**config.mk**
```make
export PLATFORM = sky130hd
export DESIGN_NAME = pipe_control_unit_flat
export DESIGN_NICKNAME = d
export VERILOG_FILES = /design/src/rtl/pipe_control_unit_pkg.sv /design/src/rtl/pipe_control_unit_if.sv /design/src/rtl/pipe_control_unit_decoder.sv /design/src/rtl/pipe_control_unit.sv /design/src/flat_wrapper.sv
export SDC_FILE = /design/constraint.sdc
export NUM_CORES = 1
export LEC_CHECK = 0
export BUFFER_PORTS_ARGS = -buffer_cell sky130_fd_sc_hd__buf_4
export CORE_ASPECT_RATIO = 0.6
export CORE_MARGIN = 10
export CORE_UTILIZATION = 40
export CTS_CLUSTER_DIAMETER = 80
export DETAILED_ROUTE_END_ITERATION = 7
export PLACE_DENSITY_LB_ADDON = 0.1
export SETUP_SLACK_MARGIN = 0.2
export SYNTH_ARGS = -nofsm -noshare
export SYNTH_HDL_FRONTEND = slang
export SYNTH_SLANG_ARGS = --single-unit
```
**constraint.sdc**
```tcl
create_clock -name clk -period 3.6 [get_ports clk]
set_clock_uncertainty 0.2 [all_clocks]
set_input_delay 0.18 -clock clk [delete_from_list [all_inputs] [get_ports clk]]
set_output_delay 0.18 -clock clk [all_outputs]
set_load 0.05 [all_outputs]
```
**src/rtl/pipe_control_unit_pkg.sv**
```systemverilog
// Shared types for the pipelined RV32I control unit: opcodes, control-field
// encodings, the per-stage control word and the register-match helpers used
// by the hazard and forwarding logic.
package cu_pkg;

  localparam int unsigned CU_RA_W = 5;
  typedef logic [CU_RA_W-1:0] reg_addr_t;

  localparam logic [6:0] OPC_R      = 7'b0110011;
  localparam logic [6:0] OPC_I      = 7'b0010011;
  localparam logic [6:0] OPC_LOAD   = 7'b0000011;
  localparam logic [6:0] OPC_STORE  = 7'b0100011;
  localparam logic [6:0] OPC_BRANCH = 7'b1100011;
  localparam logic [6:0] OPC_JAL    = 7'b1101111;
  localparam logic [6:0] OPC_JALR   = 7'b1100111;
  localparam logic [6:0] OPC_LUI    = 7'b0110111;
  localparam logic [6:0] OPC_AUIPC  = 7'b0010111;

  typedef enum logic [2:0] {
    IMM_I = 3'b000,
    IMM_S = 3'b001,
    IMM_B = 3'b010,
    IMM_U = 3'b011,
    IMM_J = 3'b100
  } imm_src_e;

  typedef enum logic [3:0] {
    ALU_ADD   = 4'b0000,
    ALU_SLL   = 4'b0001,
    ALU_SLT   = 4'b0010,
    ALU_SLTU  = 4'b0011,
    ALU_XOR   = 4'b0100,
    ALU_SRL   = 4'b0101,
    ALU_OR    = 4'b0110,
    ALU_AND   = 4'b0111,
    ALU_SUB   = 4'b1000,
    ALU_PASSB = 4'b1001,
    ALU_SRA   = 4'b1101
  } alu_op_e;

  typedef enum logic [1:0] {
    WB_ALU = 2'b00,
    WB_DM  = 2'b01,
    WB_PC4 = 2'b10
  } wb_src_e;

  typedef enum logic [1:0] {
    FWD_RF  = 2'b00,
    FWD_MEM = 2'b01,
    FWD_WB  = 2'b10
  } fwd_sel_e;

  // Control word carried down the pipe. Register fields are zero whenever
  // the instruction does not read/write them, so a bubble is all zeros.
  typedef struct packed {
    logic      valid;
    alu_op_e   alu_op;
    logic      alu_a_src;
    logic      alu_b_src;
    logic      is_branch;
    logic      is_jump;
    logic [2:0] br_type;
    logic      dm_wr;
    logic [2:0] dm_ctrl;
    logic      ru_wr;
    wb_src_e   wb_src;
    logic      use_rs1;
    logic      use_rs2;
    reg_addr_t rd;
    reg_addr_t rs1;
    reg_addr_t rs2;
  } ctrl_t;

  localparam ctrl_t CTRL_BUBBLE = '0;

  // True when the producer stage will write register r (x0 never matches).
  function automatic logic writes_reg(ctrl_t producer, reg_addr_t r);
    return producer.valid && producer.ru_wr && (producer.rd != '0) && (producer.rd == r);
  endfunction

  // True when the consumer actually reads a register the producer writes.
  function automatic logic raw_dep(ctrl_t consumer, ctrl_t producer);
    return (consumer.use_rs1 && writes_reg(producer, consumer.rs1)) ||
           (consumer.use_rs2 && writes_reg(producer, consumer.rs2));
  endfunction

endpackage

```
**src/rtl/pipe_control_unit_if.sv**
```systemverilog
// Bundle between the control unit and the datapath: the IF/ID instruction
// fields and pipeline status in, stage control fields and stall/flush out.
interface pipe_control_unit_if #(
  parameter int unsigned RA_W = 5
);
  logic            id_valid;
  logic [6:0]      id_opcode;
  logic [2:0]      id_funct3;
  logic [6:0]      id_funct7;
  logic [RA_W-1:0] id_rs1;
  logic [RA_W-1:0] id_rs2;
  logic [RA_W-1:0] id_rd;
  logic            ex_branch_taken;
  logic            mem_stall;

  logic [2:0]      id_imm_src;
  logic            id_illegal;
  logic            stall_pc;
  logic            stall_if_id;
  logic            flush_if_id;
  logic [3:0]      ex_alu_op;
  logic            ex_alu_a_src;
  logic            ex_alu_b_src;
  logic            ex_is_branch;
  logic            ex_is_jump;
  logic [2:0]      ex_br_type;
  logic [1:0]      ex_fwd_a;
  logic [1:0]      ex_fwd_b;
  logic            mem_dm_wr;
  logic [2:0]      mem_dm_ctrl;
  logic            wb_ru_wr;
  logic [RA_W-1:0] wb_rd;
  logic [1:0]      wb_data_src;

  // Control unit side.
  modport slave (
    input  id_valid, id_opcode, id_funct3, id_funct7, id_rs1, id_rs2, id_rd,
           ex_branch_taken, mem_stall,
    output id_imm_src, id_illegal, stall_pc, stall_if_id, flush_if_id,
           ex_alu_op, ex_alu_a_src, ex_alu_b_src, ex_is_branch, ex_is_jump,
           ex_br_type, ex_fwd_a, ex_fwd_b, mem_dm_wr, mem_dm_ctrl,
           wb_ru_wr, wb_rd, wb_data_src
  );

  // Datapath side.
  modport master (
    output id_valid, id_opcode, id_funct3, id_funct7, id_rs1, id_rs2, id_rd,
           ex_branch_taken, mem_stall,
    input  id_imm_src, id_illegal, stall_pc, stall_if_id, flush_if_id,
           ex_alu_op, ex_alu_a_src, ex_alu_b_src, ex_is_branch, ex_is_jump,
           ex_br_type, ex_fwd_a, ex_fwd_b, mem_dm_wr, mem_dm_ctrl,
           wb_ru_wr, wb_rd, wb_data_src
  );
endinterface

```
**src/rtl/pipe_control_unit_decoder.sv**
```systemverilog
// Purely combinational RV32I opcode/funct decoder producing the ID-stage
// control word, the immediate format and the illegal-opcode flag.
module cu_decoder
  import cu_pkg::*;
(
  input  logic       id_valid,
  input  logic [6:0] opcode,
  input  logic [2:0] funct3,
  input  logic [6:0] funct7,
  input  reg_addr_t  rs1,
  input  reg_addr_t  rs2,
  input  reg_addr_t  rd,
  output ctrl_t      ctrl,
  output imm_src_e   imm_src,
  output logic       illegal
);

  ctrl_t dec;
  logic  supported;

  // Only funct7[5] distinguishes RV32I operations.
  logic unused_funct7;
  assign unused_funct7 = ^{funct7[6], funct7[4:0]};

  // Raw per-opcode decode, before validity and x0 qualification.
  always_comb begin
    // NOTE: every output of a combinational block gets a default first so no
    // path through the case leaves it unassigned (which would infer a latch).
    dec       = CTRL_BUBBLE;
    imm_src   = IMM_I;
    supported = 1'b1;
    unique case (opcode)
      OPC_R: begin
        dec.alu_op  = alu_op_e'({funct7[5], funct3});
        dec.use_rs1 = 1'b1;
        dec.use_rs2 = 1'b1;
        dec.ru_wr   = 1'b1;
      end
      OPC_I: begin
        // funct7[5] only selects SRAI; addi/andi etc. ignore the upper bits.
        dec.alu_op    = (funct3 == 3'b101) ? alu_op_e'({funct7[5], funct3})
                                           : alu_op_e'({1'b0, funct3});
        dec.alu_b_src = 1'b1;
        dec.use_rs1   = 1'b1;
        dec.ru_wr     = 1'b1;
      end
      OPC_LOAD: begin
        dec.alu_b_src = 1'b1;
        dec.dm_ctrl   = funct3;
        dec.wb_src    = WB_DM;
        dec.use_rs1   = 1'b1;
        dec.ru_wr     = 1'b1;
      end
      OPC_STORE: begin
        dec.alu_b_src = 1'b1;
        dec.dm_wr     = 1'b1;
        dec.dm_ctrl   = funct3;
        dec.use_rs1   = 1'b1;
        dec.use_rs2   = 1'b1;
        imm_src       = IMM_S;
      end
      OPC_BRANCH: begin
        dec.is_branch = 1'b1;
        dec.br_type   = funct3;
        dec.use_rs1   = 1'b1;
        dec.use_rs2   = 1'b1;
        imm_src       = IMM_B;
      end
      OPC_JAL: begin
        dec.alu_a_src = 1'b1;
        dec.alu_b_src = 1'b1;
        dec.is_jump   = 1'b1;
        dec.wb_src    = WB_PC4;
        dec.ru_wr     = 1'b1;
        imm_src       = IMM_J;
      end
      OPC_JALR: begin
        dec.alu_b_src = 1'b1;
        dec.is_jump   = 1'b1;
        dec.wb_src    = WB_PC4;
        dec.use_rs1   = 1'b1;
        dec.ru_wr     = 1'b1;
      end
      OPC_LUI: begin
        dec.alu_op    = ALU_PASSB;
        dec.alu_b_src = 1'b1;
        dec.ru_wr     = 1'b1;
        imm_src       = IMM_U;
      end
      OPC_AUIPC: begin
        dec.alu_a_src = 1'b1;
        dec.alu_b_src = 1'b1;
        dec.ru_wr     = 1'b1;
        imm_src       = IMM_U;
      end
      default: supported = 1'b0;
    endcase
  end

  // Qualify with validity, drop writes to x0, keep only used register fields.
  always_comb begin
    ctrl = CTRL_BUBBLE;
    if (id_valid && supported) begin
      ctrl       = dec;
      ctrl.valid = 1'b1;
      ctrl.ru_wr = dec.ru_wr && (rd != '0);
      ctrl.rd    = (dec.ru_wr && (rd != '0)) ? rd : '0;
      ctrl.rs1   = dec.use_rs1 ? rs1 : '0;
      ctrl.rs2   = dec.use_rs2 ? rs2 : '0;
    end
  end

  assign illegal = id_valid && !supported;

endmodule

```
**src/rtl/pipe_control_unit.sv**
```systemverilog
// Pipelined RV32I control unit: decodes in ID, carries the control word
// through ID/EX, EX/MEM and MEM/WB, and resolves load-use stalls, branch
// flushes, data-memory stalls and operand forwarding.
module pipe_control_unit
  import cu_pkg::*;
#(
  parameter bit          ENABLE_FWD = 1'b1,
  parameter int unsigned RA_W       = CU_RA_W
) (
  input logic                clk,
  input logic                rst_n,
  pipe_control_unit_if.slave bus
);

  ctrl_t    id_ctrl;
  imm_src_e id_imm_src;
  logic     id_illegal;

  ctrl_t ex_q, ex_d;
  ctrl_t mem_q, mem_d;
  ctrl_t wb_q, wb_d;

  logic     load_use;
  logic     raw_no_fwd;
  logic     hazard;
  logic     stall_pc, stall_if_id, flush_if_id;
  fwd_sel_e fwd_a, fwd_b;

  cu_decoder u_decoder (
    .id_valid (bus.id_valid),
    .opcode   (bus.id_opcode),
    .funct3   (bus.id_funct3),
    .funct7   (bus.id_funct7),
    .rs1      (reg_addr_t'(bus.id_rs1)),
    .rs2      (reg_addr_t'(bus.id_rs2)),
    .rd       (reg_addr_t'(bus.id_rd)),
    .ctrl     (id_ctrl),
    .imm_src  (id_imm_src),
    .illegal  (id_illegal)
  );

  // Hazard detection: load-use with forwarding, any RAW against EX/MEM without.
  always_comb begin
    load_use   = (ex_q.wb_src == WB_DM) && raw_dep(id_ctrl, ex_q);
    raw_no_fwd = raw_dep(id_ctrl, ex_q) || raw_dep(id_ctrl, mem_q);
    hazard     = ENABLE_FWD ? load_use : raw_no_fwd;
  end

  // Pipeline advance: memory stall freezes, then flush, then hazard bubble.
  always_comb begin
    stall_pc    = 1'b0;
    stall_if_id = 1'b0;
    flush_if_id = 1'b0;
    ex_d        = ex_q;
    mem_d       = mem_q;
    wb_d        = wb_q;
    if (bus.mem_stall) begin
      stall_pc    = 1'b1;
      stall_if_id = 1'b1;
    end else if (bus.ex_branch_taken) begin
      flush_if_id = 1'b1;
      ex_d        = CTRL_BUBBLE;
      mem_d       = ex_q;
      wb_d        = mem_q;
    end else if (hazard) begin
      stall_pc    = 1'b1;
      stall_if_id = 1'b1;
      ex_d        = CTRL_BUBBLE;
      mem_d       = ex_q;
      wb_d        = mem_q;
    end else begin
      ex_d        = id_ctrl;
      mem_d       = ex_q;
      wb_d        = mem_q;
    end
  end

  // Pipeline registers; reset loads bubbles into every stage.
  always_ff @(posedge clk or negedge rst_n) begin
    // NOTE: state is updated with non-blocking assignments so all three
    // stages sample their inputs from the same pre-edge values.
    if (!rst_n) begin
      ex_q  <= CTRL_BUBBLE;
      mem_q <= CTRL_BUBBLE;
      wb_q  <= CTRL_BUBBLE;
    end else begin
      ex_q  <= ex_d;
      mem_q <= mem_d;
      wb_q  <= wb_d;
    end
  end

  // Forwarding selects: the younger EX/MEM result beats MEM/WB.
  always_comb begin
    fwd_a = FWD_RF;
    fwd_b = FWD_RF;
    if (ENABLE_FWD) begin
      if (ex_q.use_rs1) begin
        if (writes_reg(mem_q, ex_q.rs1))     fwd_a = FWD_MEM;
        else if (writes_reg(wb_q, ex_q.rs1)) fwd_a = FWD_WB;
      end
      if (ex_q.use_rs2) begin
        if (writes_reg(mem_q, ex_q.rs2))     fwd_b = FWD_MEM;
        else if (writes_reg(wb_q, ex_q.rs2)) fwd_b = FWD_WB;
      end
    end
  end

  // Later stages only consume a subset of the carried control word.
  logic unused_stage_bits;
  assign unused_stage_bits = ^{ex_q, mem_q, wb_q};

  assign bus.id_imm_src   = id_imm_src;
  assign bus.id_illegal   = id_illegal;
  assign bus.stall_pc     = stall_pc;
  assign bus.stall_if_id  = stall_if_id;
  assign bus.flush_if_id  = flush_if_id;
  assign bus.ex_alu_op    = ex_q.alu_op;
  assign bus.ex_alu_a_src = ex_q.alu_a_src;
  assign bus.ex_alu_b_src = ex_q.alu_b_src;
  assign bus.ex_is_branch = ex_q.is_branch;
  assign bus.ex_is_jump   = ex_q.is_jump;
  assign bus.ex_br_type   = ex_q.br_type;
  assign bus.ex_fwd_a     = fwd_a;
  assign bus.ex_fwd_b     = fwd_b;
  assign bus.mem_dm_wr    = mem_q.dm_wr;
  assign bus.mem_dm_ctrl  = mem_q.dm_ctrl;
  assign bus.wb_ru_wr     = wb_q.ru_wr;
  assign bus.wb_rd        = RA_W'(wb_q.rd);
  assign bus.wb_data_src  = wb_q.wb_src;

endmodule
```
**src/flat_wrapper.sv**
```systemverilog
// flat-port wrapper written by rule: the top's interface ports become plain ports
module pipe_control_unit_flat import cu_pkg::*;
#(
  parameter bit          ENABLE_FWD = 1'b1,
  parameter int unsigned RA_W       = CU_RA_W
)
  (clk, rst_n, bus_id_valid, bus_id_opcode, bus_id_funct3, bus_id_funct7, bus_id_rs1, bus_id_rs2, bus_id_rd, bus_ex_branch_taken, bus_mem_stall, bus_id_imm_src, bus_id_illegal, bus_stall_pc, bus_stall_if_id, bus_flush_if_id, bus_ex_alu_op, bus_ex_alu_a_src, bus_ex_alu_b_src, bus_ex_is_branch, bus_ex_is_jump, bus_ex_br_type, bus_ex_fwd_a, bus_ex_fwd_b, bus_mem_dm_wr, bus_mem_dm_ctrl, bus_wb_ru_wr, bus_wb_rd, bus_wb_data_src);
  pipe_control_unit_if #(.RA_W(RA_W)) bus_i ();
  input logic clk;
  input logic rst_n;
  input wire logic [$bits(bus_i.id_valid)-1:0] bus_id_valid;
  input wire logic [$bits(bus_i.id_opcode)-1:0] bus_id_opcode;
  input wire logic [$bits(bus_i.id_funct3)-1:0] bus_id_funct3;
  input wire logic [$bits(bus_i.id_funct7)-1:0] bus_id_funct7;
  input wire logic [$bits(bus_i.id_rs1)-1:0] bus_id_rs1;
  input wire logic [$bits(bus_i.id_rs2)-1:0] bus_id_rs2;
  input wire logic [$bits(bus_i.id_rd)-1:0] bus_id_rd;
  input wire logic [$bits(bus_i.ex_branch_taken)-1:0] bus_ex_branch_taken;
  input wire logic [$bits(bus_i.mem_stall)-1:0] bus_mem_stall;
  output wire logic [$bits(bus_i.id_imm_src)-1:0] bus_id_imm_src;
  output wire logic [$bits(bus_i.id_illegal)-1:0] bus_id_illegal;
  output wire logic [$bits(bus_i.stall_pc)-1:0] bus_stall_pc;
  output wire logic [$bits(bus_i.stall_if_id)-1:0] bus_stall_if_id;
  output wire logic [$bits(bus_i.flush_if_id)-1:0] bus_flush_if_id;
  output wire logic [$bits(bus_i.ex_alu_op)-1:0] bus_ex_alu_op;
  output wire logic [$bits(bus_i.ex_alu_a_src)-1:0] bus_ex_alu_a_src;
  output wire logic [$bits(bus_i.ex_alu_b_src)-1:0] bus_ex_alu_b_src;
  output wire logic [$bits(bus_i.ex_is_branch)-1:0] bus_ex_is_branch;
  output wire logic [$bits(bus_i.ex_is_jump)-1:0] bus_ex_is_jump;
  output wire logic [$bits(bus_i.ex_br_type)-1:0] bus_ex_br_type;
  output wire logic [$bits(bus_i.ex_fwd_a)-1:0] bus_ex_fwd_a;
  output wire logic [$bits(bus_i.ex_fwd_b)-1:0] bus_ex_fwd_b;
  output wire logic [$bits(bus_i.mem_dm_wr)-1:0] bus_mem_dm_wr;
  output wire logic [$bits(bus_i.mem_dm_ctrl)-1:0] bus_mem_dm_ctrl;
  output wire logic [$bits(bus_i.wb_ru_wr)-1:0] bus_wb_ru_wr;
  output wire logic [$bits(bus_i.wb_rd)-1:0] bus_wb_rd;
  output wire logic [$bits(bus_i.wb_data_src)-1:0] bus_wb_data_src;
  assign bus_i.id_valid = bus_id_valid;
  assign bus_i.id_opcode = bus_id_opcode;
  assign bus_i.id_funct3 = bus_id_funct3;
  assign bus_i.id_funct7 = bus_id_funct7;
  assign bus_i.id_rs1 = bus_id_rs1;
  assign bus_i.id_rs2 = bus_id_rs2;
  assign bus_i.id_rd = bus_id_rd;
  assign bus_i.ex_branch_taken = bus_ex_branch_taken;
  assign bus_i.mem_stall = bus_mem_stall;
  assign bus_id_imm_src = bus_i.id_imm_src;
  assign bus_id_illegal = bus_i.id_illegal;
  assign bus_stall_pc = bus_i.stall_pc;
  assign bus_stall_if_id = bus_i.stall_if_id;
  assign bus_flush_if_id = bus_i.flush_if_id;
  assign bus_ex_alu_op = bus_i.ex_alu_op;
  assign bus_ex_alu_a_src = bus_i.ex_alu_a_src;
  assign bus_ex_alu_b_src = bus_i.ex_alu_b_src;
  assign bus_ex_is_branch = bus_i.ex_is_branch;
  assign bus_ex_is_jump = bus_i.ex_is_jump;
  assign bus_ex_br_type = bus_i.ex_br_type;
  assign bus_ex_fwd_a = bus_i.ex_fwd_a;
  assign bus_ex_fwd_b = bus_i.ex_fwd_b;
  assign bus_mem_dm_wr = bus_i.mem_dm_wr;
  assign bus_mem_dm_ctrl = bus_i.mem_dm_ctrl;
  assign bus_wb_ru_wr = bus_i.wb_ru_wr;
  assign bus_wb_rd = bus_i.wb_rd;
  assign bus_wb_data_src = bus_i.wb_data_src;
  pipe_control_unit #(.ENABLE_FWD(ENABLE_FWD), .RA_W(RA_W)) u_core (.clk(clk), .rst_n(rst_n), .bus(bus_i));
endmodule
```
==> results of run 1 <==
[critical path, delay by kind of cell, from the launching register on]
kind | cells | cell delay [ps]
AOI/OAI and AO/OA | 3 | 720
buffers and inverters | 1 | 190
DFF | 1 | 450
and+or+nand+nor | 2 | 720
[worst paths after layout]
path,start,to,slack [ps],depth (start not counted)
worst max-delay path,u_core.ex_q[11]$_DFFE_PN0N_,bus_stall_if_id,820,6
worst min-delay path,bus_id_opcode[4],u_core.bus.ex_alu_op[2]$_DFFE_PN0N_,20,3
worst max register to register,u_core.ex_q[11]$_DFFE_PN0N_,u_core.bus.ex_alu_b_src$_DFFE_PN0N_,1190,6
worst min register to register,u_core.bus.ex_br_type[2]$_DFFE_PN0N_,u_core.bus.ex_br_type[2]$_DFFE_PN0N_,290,2
max in group asynchronous,rst_n,u_core.bus.ex_br_type[2]$_DFFE_PN0N_,2450,2
min in group asynchronous,rst_n,u_core.mem_q[11]$_DFFE_PN0N_,250,2
[flip-flops by register name, indices dropped and copies added, names as in the netlist, 2 cells and up]
| signal | count |
|---|---|
| u_core.bus.ex_br_type | 3 |
| u_core.ex_q | 25 |
| u_core.bus.wb_data_src | 2 |
| u_core.mem_q | 9 |
| u_core.bus.ex_alu_op | 4 |
| u_core.bus.wb_rd | 5 |
| u_core.bus.mem_dm_ctrl | 3 |
[cell families after synthesis]
logic type,after synthesis,synth area share (%)
AOI/OAI and AO/OA,58,12.2
xor gates and xnor gates,26,7.24
buffers and inverters,48,8.87
DFF,57,45.4
muxes,21,7.52
and+or+nand+nor,115,18.8
[cells in the final DEF, fill, tap and decap left out, types with 2 or more instances in the layout]
cell,n
buf_4,66
dfrtp_1,57
nand2_1,47
o21ai_0,33
mux2_2,21
dlygate4sd3_1,20
nand3_1,17
xor2_1,15
inv_1,11
xnor2_1,11
nand4_1,10
nor2_1,9
clkbuf_16,9
nand4b_1,5
o31ai_1,5
or4_1,4
nor4_1,4
and2_1,3
nand2b_1,3
and3_1,3
and3b_1,2
o211ai_1,2
o22ai_1,2
o2111ai_1,2
a21oi_1,2
nor3_1,2
bufinv_16,2
clkinv_2,2
[stage by stage]
stage | util [%] | area [um2] | instances | power, uW
3_5_place_dp | 47.4 | 3530 | 458 | 770
5_1_grt | 54.4 | 4050 | 494 | 1760
2_1_floorplan | - | 3140 | 325 | 711
3_3_place_gp | 47.4 | 3530 | 458 | 769
6_report | 54.4 | 4050 | 494 | 1700
4_1_cts | 54.4 | 4050 | 494 | 1720
[power by group]
group / internal (uW) / total [uW] / switching [uW]
clock: 623 / 921 / 298
combinational: 55.2 / 132 / 76.9
sequential: 643 / 644 / 1.08
total: 1320 / 1700 / 376
[routing by layer]
| layer | vias to the layer above | wire length, um |
|---|---|---|
| li1 | 1249 | - |
| met1 | 1206 | 4390 |
| met2 | 83 | 3500 |
| met3 | 2 | 680 |
| met4 | 0 | 24 |
| met5 | - | 0 |
[final cells by class]
type | instances | area (um2)
clock inverter | 5 | 78.8
tap | 104 | 130
inverter | 11 | 41.3
multi-input combinational | 220 | 1440
timing repair buffer | 86 | 696
clock buffer | 11 | 243
fill | 734 | 3390
sequential | 57 | 1430
==> impl_metrics.tcl, run 1 <==
set metrics [dict create \
    final_hold_viol_count 0 \
    globalRouteTotalUtil_pct 15.2 \
    fin_crit_ps 2780 \
    cts_tree "built" \
    postCtsResizedCells 0 \
    hp-class "in2reg" \
    clkSlewWorstSetupHoldPaths_ps 50 \
    drt_iter0_markers 202 \
    grt_pass1_vias 2606 \
    synth_top_flop_cell "dfrtp_1" \
    grt_overflow_total 0 \
    insertedDiodeCount 0 \
    dr.pass1.iters 4 \
    whs_ps 20.6 \
    start_util_pct 42.2 \
    cp-start-kind "flip-flop" \
    arrival_ps 2400 \
    num_rows 24 \
    routed_wl_um 8600 \
    num_vias 2540 \
    slew_headroom_pct 50.4 \
    p_leak_uw 0.00198 \
    ys_top_cells_by_count "dfrtp_1, nand2_1, o21ai_0" \
    power_density_mw_per_mm2 419 \
    grt_util_met2_pct 20.0 \
    die_w_um 134 \
    fmax_mhz 360 \
    synth_edf_count 0 \
    critical_path_class "reg2out" \
    synth_cell_types 45 \
    ys_warn_count 0 \
    layout.nets 422 \
    viasPerCell 5.14 \
    grt_pass1_wl_um 14400 \
    wl_per_cell_um 17.4 \
    ir_worst_vdd_uv 230 \
    yosys.cell_count.top_type "dfrtp_1" \
    cts_buffer_depth 2 \
    worstPathMaxFanout 20 \
    dpl.hpwl_um 6100 \
    cts_buffers 9 \
    synth.top_cell.area_share_pct 45.4 \
    post_cts_buffers 0 \
    worstMarginPinSlew_ps 744 \
    use_met3_pct 5.37 \
    timing.final.ws_setup_ps 820 \
    grt_setup_unrepaired "no" \
    grt_max_degree 62 \
    drc 0 \
    numClockSinks 57 \
    die_area_mm2 0.0119 \
    area_delta_synth_final_pct 28.9 \
    post-route-period-util_pct 77.2 \
    maxCapViolations 0 \
    netlist.top_cell.by_area "dfrtp_1" \
    cp.required_ps 3220 \
    outcome "finished clean" \
    syn_area_mm2 0.00314 \
    gp_congestion 0.823 \
    synth.net_count 362 \
    synth_seq_area_share_pct 45.4 \
    drive_above_1_share_pct 27.2 \
    path_cells "or4_1, o211a_1, nand4b_1, o22ai_4, a21o_2, buf_4" \
    synthArstFlopShare_pct 100 \
    cp_slowest_cell "or4_1" \
    htreeDepth 3 \
    dp_slack_ps 1170 \
    clkLatencyLatePin_ps 330 \
    die_h_um 88.7 \
    syn_inst 325 \
    postRouteAntennaNets 0 \
    ys_seq_elements 57 \
    core-area_mm2 0.00745 \
    antenna_found_initial 0 \
    ctsHoldBuffers 20 \
    syn_avg_cell_area_um2 9.67 \
    numPortBuffers 64 \
    met1_usage_pct 22.4 \
    ys_top_cells_by_area "dfrtp_1, mux2_2, nand2_1" \
    io_pins 71 \
    fin_setup_tns_ps 0 \
    cpPeakStageDelay_ps 560 \
    ctsRootBufferMaster "clkbuf_16" \
    finalSetupViolCount 0 \
    report.final.slew_viol_count 0 \
    top_usage_layer "met1" \
    end_kind "output pin" \
]
Note: power is estimated with default switching activity, not from simulation.
==> run 2, diff against run 1 <==
- clock period: 3.6 -> 2.6 ns (I/O delays scaled with it)
==> run 2 against run 1 <==
  * Sequential power up 39%
  * Via count grew 3.0%
  * First-iteration DRC count down 17%
  * Combinational power up 47%
  * Clock-buffer cell count is 2 higher
  * Worst setup slack lost 660 ps
  * Total power rose by 26%
  * Design area increased by 3.9%
  * Routed wire length grew 2.7%
  * Die area unchanged
  * Flip-flop and latch count is the same
  * Critical path type unchanged
==> impl_metrics.tcl, run 2 (synthesis results as in run 1) <==
set metrics [dict create \
    outcome "finished clean" \
    die_area_mm2 0.0119 \
    ctsRootBufferMaster "clkbuf_16" \
    cts_buffer_depth 2 \
    insertedDiodeCount 0 \
    clkLatencyLatePin_ps 330 \
    fin_crit_ps 2440 \
    grt_setup_unrepaired "yes" \
    cp.required_ps 2270 \
    p_switching_uw 504 \
    largest_register_ffs 25 \
    numClockSinks 57 \
    cpPeakStageDelay_ps 530 \
    grt_max_degree 61 \
    gp_congestion 0.771 \
    worstMarginPinSlew_ps 765 \
    area_delta_synth_final_pct 33.9 \
    critical_path_class "reg2out" \
    num_vias 2616 \
    start_util_pct 42.2 \
    cp-start-kind "flip-flop" \
    postRouteAntennaNets 0 \
    htreeDepth 3 \
    power_density_mw_per_mm2 509 \
    swShare_pct 23.5 \
    final_cell_mix "buf_4, dfrtp_1, nand2_1, o21ai_0, dlygate4sd3_1" \
    drc 0 \
    globalRouteTotalUtil_pct 15.5 \
    layout.nets 438 \
    numPortBuffers 64 \
    viasPerCell 5.13 \
    drive_above_1_share_pct 31.5 \
    comb_power_share_pct 9.0 \
    cts_buffers 9 \
    layout_commonest_cell "buf_4" \
    ir_worst_vdd_uv 324 \
    p_leak_uw 0.00204 \
    critPathTopFamily "simple AND/OR/NAND/NOR gates" \
    num_rows 24 \
    arrival_ps 2110 \
    clkSlewWorstSetupHoldPaths_ps 50 \
    report.final.slew_viol_count 0 \
    wl_per_cell_um 17.3 \
    cp_slowest_cell "or4_4" \
    routed_wl_um 8830 \
    hp-class "in2reg" \
    grt_pass1_wl_um 14400 \
    regMostFlops "u_core.ex_q" \
    grt_pass1_vias 2589 \
    whs_ps 19.3 \
    fmax_mhz 410 \
    slew_headroom_pct 49.0 \
    seq_power_share_pct 41.6 \
    antenna_found_initial 0 \
    worstPathMaxFanout 2 \
    post_dp_cell_area_mm2 0.00359 \
    path_cells "or4_4, o211a_1, nand4b_1, o22ai_4, a21o_4, buf_8" \
    cp_num_buf_inv 1 \
    die_h_um 88.7 \
    core-area_mm2 0.00745 \
    die_w_um 134 \
    final_hold_viol_count 0 \
    grt_overflow_total 0 \
    dr.pass1.iters 4 \
    post-route-period-util_pct 93.8 \
    fin_setup_tns_ps 0 \
    cts_tree "built" \
    p_clk_share_pct 49.4 \
    drt_iter0_markers 168 \
    io_pins 71 \
    dpl.hpwl_um 6170 \
    internal_power_uw 1640 \
    final_area_mm2 0.00421 \
    maxCapViolations 0 \
    finalSetupViolCount 0 \
    end_kind "output pin" \
    fin_util_pct 56.6 \
]
## run 2: tightest hold or removal path: cells and delay by family
family / cells / cell delay, ps
simple gates: 2 / 120
compound gates: 2 / 140
buf+inv: 1 / 110
## run 2: layout make-up
type                            instances  area (um2)
Clock buffer                           13         250
Multi-Input combinational cell        220        1490
Fill cell                             679        3240
Inverter                               11        41.3
Sequential cell                        57        1430
Clock inverter                          3        17.5
Timing Repair Buffer                  102         852
Tap cell                              104         130
## run 2: through the flow
stage	setup slack (ps)	instances	total power (uW)
3_3_place_gp	311	462	1070
4_1_cts	146	509	2170
6_report	161	510	2140
3_5_place_dp	287	462	1070
5_1_grt	110	510	2220
2_1_floorplan	250	325	986
## run 2: timing repair
item,4_1_cts,5_1_grt
buffers inserted,7,1
pin swaps,2,8
endpoints found under the hold margin,82,0
gates resized for setup,9,6
hold buffers,24,0
setup endpoints to repair,6,9
## run 2: routing by layer
metal	GRT usage (%)	routed length, um	share of wire [%]	vias to the layer above
met4	3.83	72	0.82	0
met5	0	0	0	-
li1	-	-	-	1285
met3	5.71	522	5.9	10
met2	20.1	3410	39	61
met1	23.0	4830	55	1260
## run 2: final timing paths
| path | startpoint | end | slack (ps) | cells past startpoint |
|---|---|---|---|---|
| setup / recovery | u_core.ex_q[11]$_DFFE_PN0N_ | bus_stall_pc | 160 | 6 |
| hold / removal | bus_id_funct7[5] | u_core.bus.ex_alu_op[3]$_DFFE_PN0N_ | 20 | 5 |
| setup reg to reg | u_core.ex_q[11]$_DFFE_PN0N_ | u_core.ex_q[5]$_DFFE_PN0N_ | 290 | 7 |
| hold reg to reg | u_core.ex_q[22]$_DFFE_PN0N_ | u_core.ex_q[22]$_DFFE_PN0N_ | 280 | 2 |
| max in group asynchronous | rst_n | u_core.ex_q[18]$_DFFE_PN0N_ | 1440 | 2 |
| min in group asynchronous | rst_n | u_core.ex_q[7]$_DFFE_PN0N_ | 220 | 2 |
## run 2: power groups by stage
stage / clock [uW] / sequential, uW / combinational, uW
2_1_floorplan: 0 / 907 / 79.5
3_3_place_gp: 0 / 906 / 162
3_5_place_dp: 0 / 906 / 163
4_1_cts: 1090 / 891 / 192
5_1_grt: 1120 / 891 / 211
6_report: 1060 / 892 / 194
==> run 3, diff against run 2 <==
- CTS_BUF_LIST: not set -> sky130_fd_sc_hd__clkbuf_4 sky130_fd_sc_hd__clkbuf_8
- PLACE_DENSITY: not set -> 0.71
- PLACE_DENSITY_LB_ADDON: 0.1 -> not set
==> run 3 against run 2 <==
  * Total power shrank 12%
  * Sequential power barely moved
  * Utilization shrank 0.47 points
  * Largest power group is now registers
==> impl_metrics.tcl, run 3 (synthesis results as in run 1) <==
set metrics [dict create \
    worstPathMaxFanout 3 \
    maxCapViolations 0 \
    dp.cells 460 \
    cts_buffer_depth 2 \
    routed_wl_um 8860 \
    grt_util_met2_pct 22.0 \
    viasPerCell 5.43 \
    arrival_ps 2150 \
    clkSlewWorstSetupHoldPaths_ps 70 \
    fmax_mhz 403 \
    regMostFlops "u_core.ex_q" \
    critPathTopFamily "simple AND/OR/NAND/NOR gates" \
    fin_util_pct 56.1 \
    r2r-start "u_core.ex_q[12]$_DFFE_PN0N_" \
    die_area_mm2 0.0119 \
    layout_commonest_cell "buf_4" \
    num_vias 2781 \
    finalSetupViolCount 0 \
    area_delta_synth_final_pct 32.8 \
    num_rows 24 \
    wl_per_cell_um 17.3 \
    slew_headroom_pct 53.5 \
    numPortBuffers 64 \
    final_cell_mix "buf_4, dfrtp_1, nand2_1, o21ai_0, dlygate4sd3_1" \
    critical_path_class "reg2out" \
    cts_tree "built" \
    htreeDepth 3 \
    fill_cells 648 \
    outcome "finished clean" \
    core-area_mm2 0.00745 \
    largest_register_ffs 25 \
    cpPeakStageDelay_ps 520 \
    dr.pass1.iters 5 \
    hold_end "u_core.ex_q[20]$_DFFE_PN0N_" \
    grt_pass1_vias 2738 \
    cts_buffers 9 \
    post-route-period-util_pct 95.3 \
    ctsRootBufferMaster "clkbuf_8" \
    use_met3_pct 5.54 \
    drt_iter0_markers 345 \
    layout.nets 440 \
    r2r-end "u_core.bus.ex_is_branch$_DFFE_PN0N_" \
    grt_max_degree 61 \
    die_w_um 134 \
    hold_start "bus_id_opcode[4]" \
    ir_worst_vdd_uv 186 \
    reg2reg_slack_ps 290 \
    clkLatencyLatePin_ps 340 \
    gp_congestion 0.887 \
    insertedDiodeCount 0 \
    report.final.slew_viol_count 0 \
    cp-start-kind "flip-flop" \
    worst_hold_path.num_cells 3 \
    fin_crit_ps 2480 \
    die_h_um 88.7 \
    top_usage_layer "met2" \
    total_power_uw 1890 \
    antenna_found_initial 0 \
    fin_setup_tns_ps 0 \
    drive_above_1_share_pct 32.1 \
    met1_usage_pct 21.5 \
    worstMarginPinSlew_ps 697 \
    cp_slowest_cell "or4_4" \
    io_pins 71 \
    end_kind "output pin" \
    hp-class "in2reg" \
    final_hold_viol_count 0 \
    grt_pass1_wl_um 14600 \
    power_density_mw_per_mm2 452 \
    grt_setup_unrepaired "yes" \
    path_cells "or4_4, o211a_1, nand4b_1, o22ai_4, a21o_4, buf_8" \
    start_util_pct 42.2 \
    cp.required_ps 2270 \
    ff2ff_path_depth 7 \
    dpl.hpwl_um 6090 \
    globalRouteTotalUtil_pct 15.3 \
    numClockSinks 57 \
    drc 0 \
    instances_no_fill 512 \
    cp_num_buf_inv 1 \
    p_leak_uw 0.00203 \
    postRouteAntennaNets 0 \
    grt_overflow_total 0 \
]
## run 3: changes by cell type in the layout (fill, tap and decap cells not counted)
cell,change
buf_6,+1
buf_12,+1
clkbuf_4,+1
clkbuf_16,-9
buf_4,-2
dlygate4sd3_1,+2
clkbuf_1,-3
clkbuf_8,+12
clkinvlp_4,-1
## run 3: worst max path at each step
stage | from | endpoint | cells past startpoint
after floorplan | u_core.ex_q[11]$_DFFE_PN0N_ | bus_stall_pc | 7
after global placement | u_core.ex_q[11]$_DFFE_PN0N_ | bus_stall_if_id | 6
after detailed placement | u_core.ex_q[11]$_DFFE_PN0N_ | bus_stall_if_id | 6
after CTS | u_core.ex_q[11]$_DFFE_PN0N_ | bus_stall_if_id | 6
after global routing | u_core.ex_q[12]$_DFFE_PN0N_ | bus_stall_if_id | 6
final | u_core.ex_q[12]$_DFFE_PN0N_ | bus_stall_if_id | 6
## run 3: worst register-to-register path, delay by kind of cell, from the launching register on
kind / cells / cell delay, ps
AOI/OAI and AO/OA: 3 / 580
and+or+nand+nor: 2 / 670
DFF: 1 / 400
buffers and inverters: 2 / 370
## run 3: layout make-up
cell class / count / area (um2) / share of cell area (%)
clock buffer: 14 / 186 / 4.46
clock inverter: 2 / 10.0 / 0.240
inverter: 11 / 41.3 / 0.989
multi-input combinational: 220 / 1490 / 35.7
sequential: 57 / 1430 / 34.3
tap: 104 / 130 / 3.12
timing repair buffer: 104 / 888 / 21.3
## run 3: repair_timing
action,4_1_cts,5_1_grt
hold buffers,26,0
hold endpoints to repair,84,0
pin swaps,10,6
setup endpoints to repair,6,13
resized for setup,14,2
setup buffers,8,2
## run 3: report_power, final
part	internal (uW)	total [uW]	leakage, uW	switching (uW)
sequential	889	890	0.000790	1.43
clock	458	804	0.000106	346
combinational	85.3	194	0.00113	109
total	1430	1890	0.00203	456
## run 3: stage by stage
stage | hold slack (ps) | instance area, um2 | setup slack, ps
after detailed placement | 17.7 | 3580 | 300
after global routing | 31.7 | 4180 | 64.1
final | 22.7 | 4180 | 121
after floorplan | -366 | 3170 | 250
after CTS | 3.22 | 4150 | 106
after global placement | 21.1 | 3580 | 367
## run 3: metal layers
layer	routed length, um	share of wire (%)	vias up
met5	0	0	-
met4	87	0.98	0
met3	697	7.9	12
met2	3780	43	133
met1	4300	49	1355
li1	-	-	1281
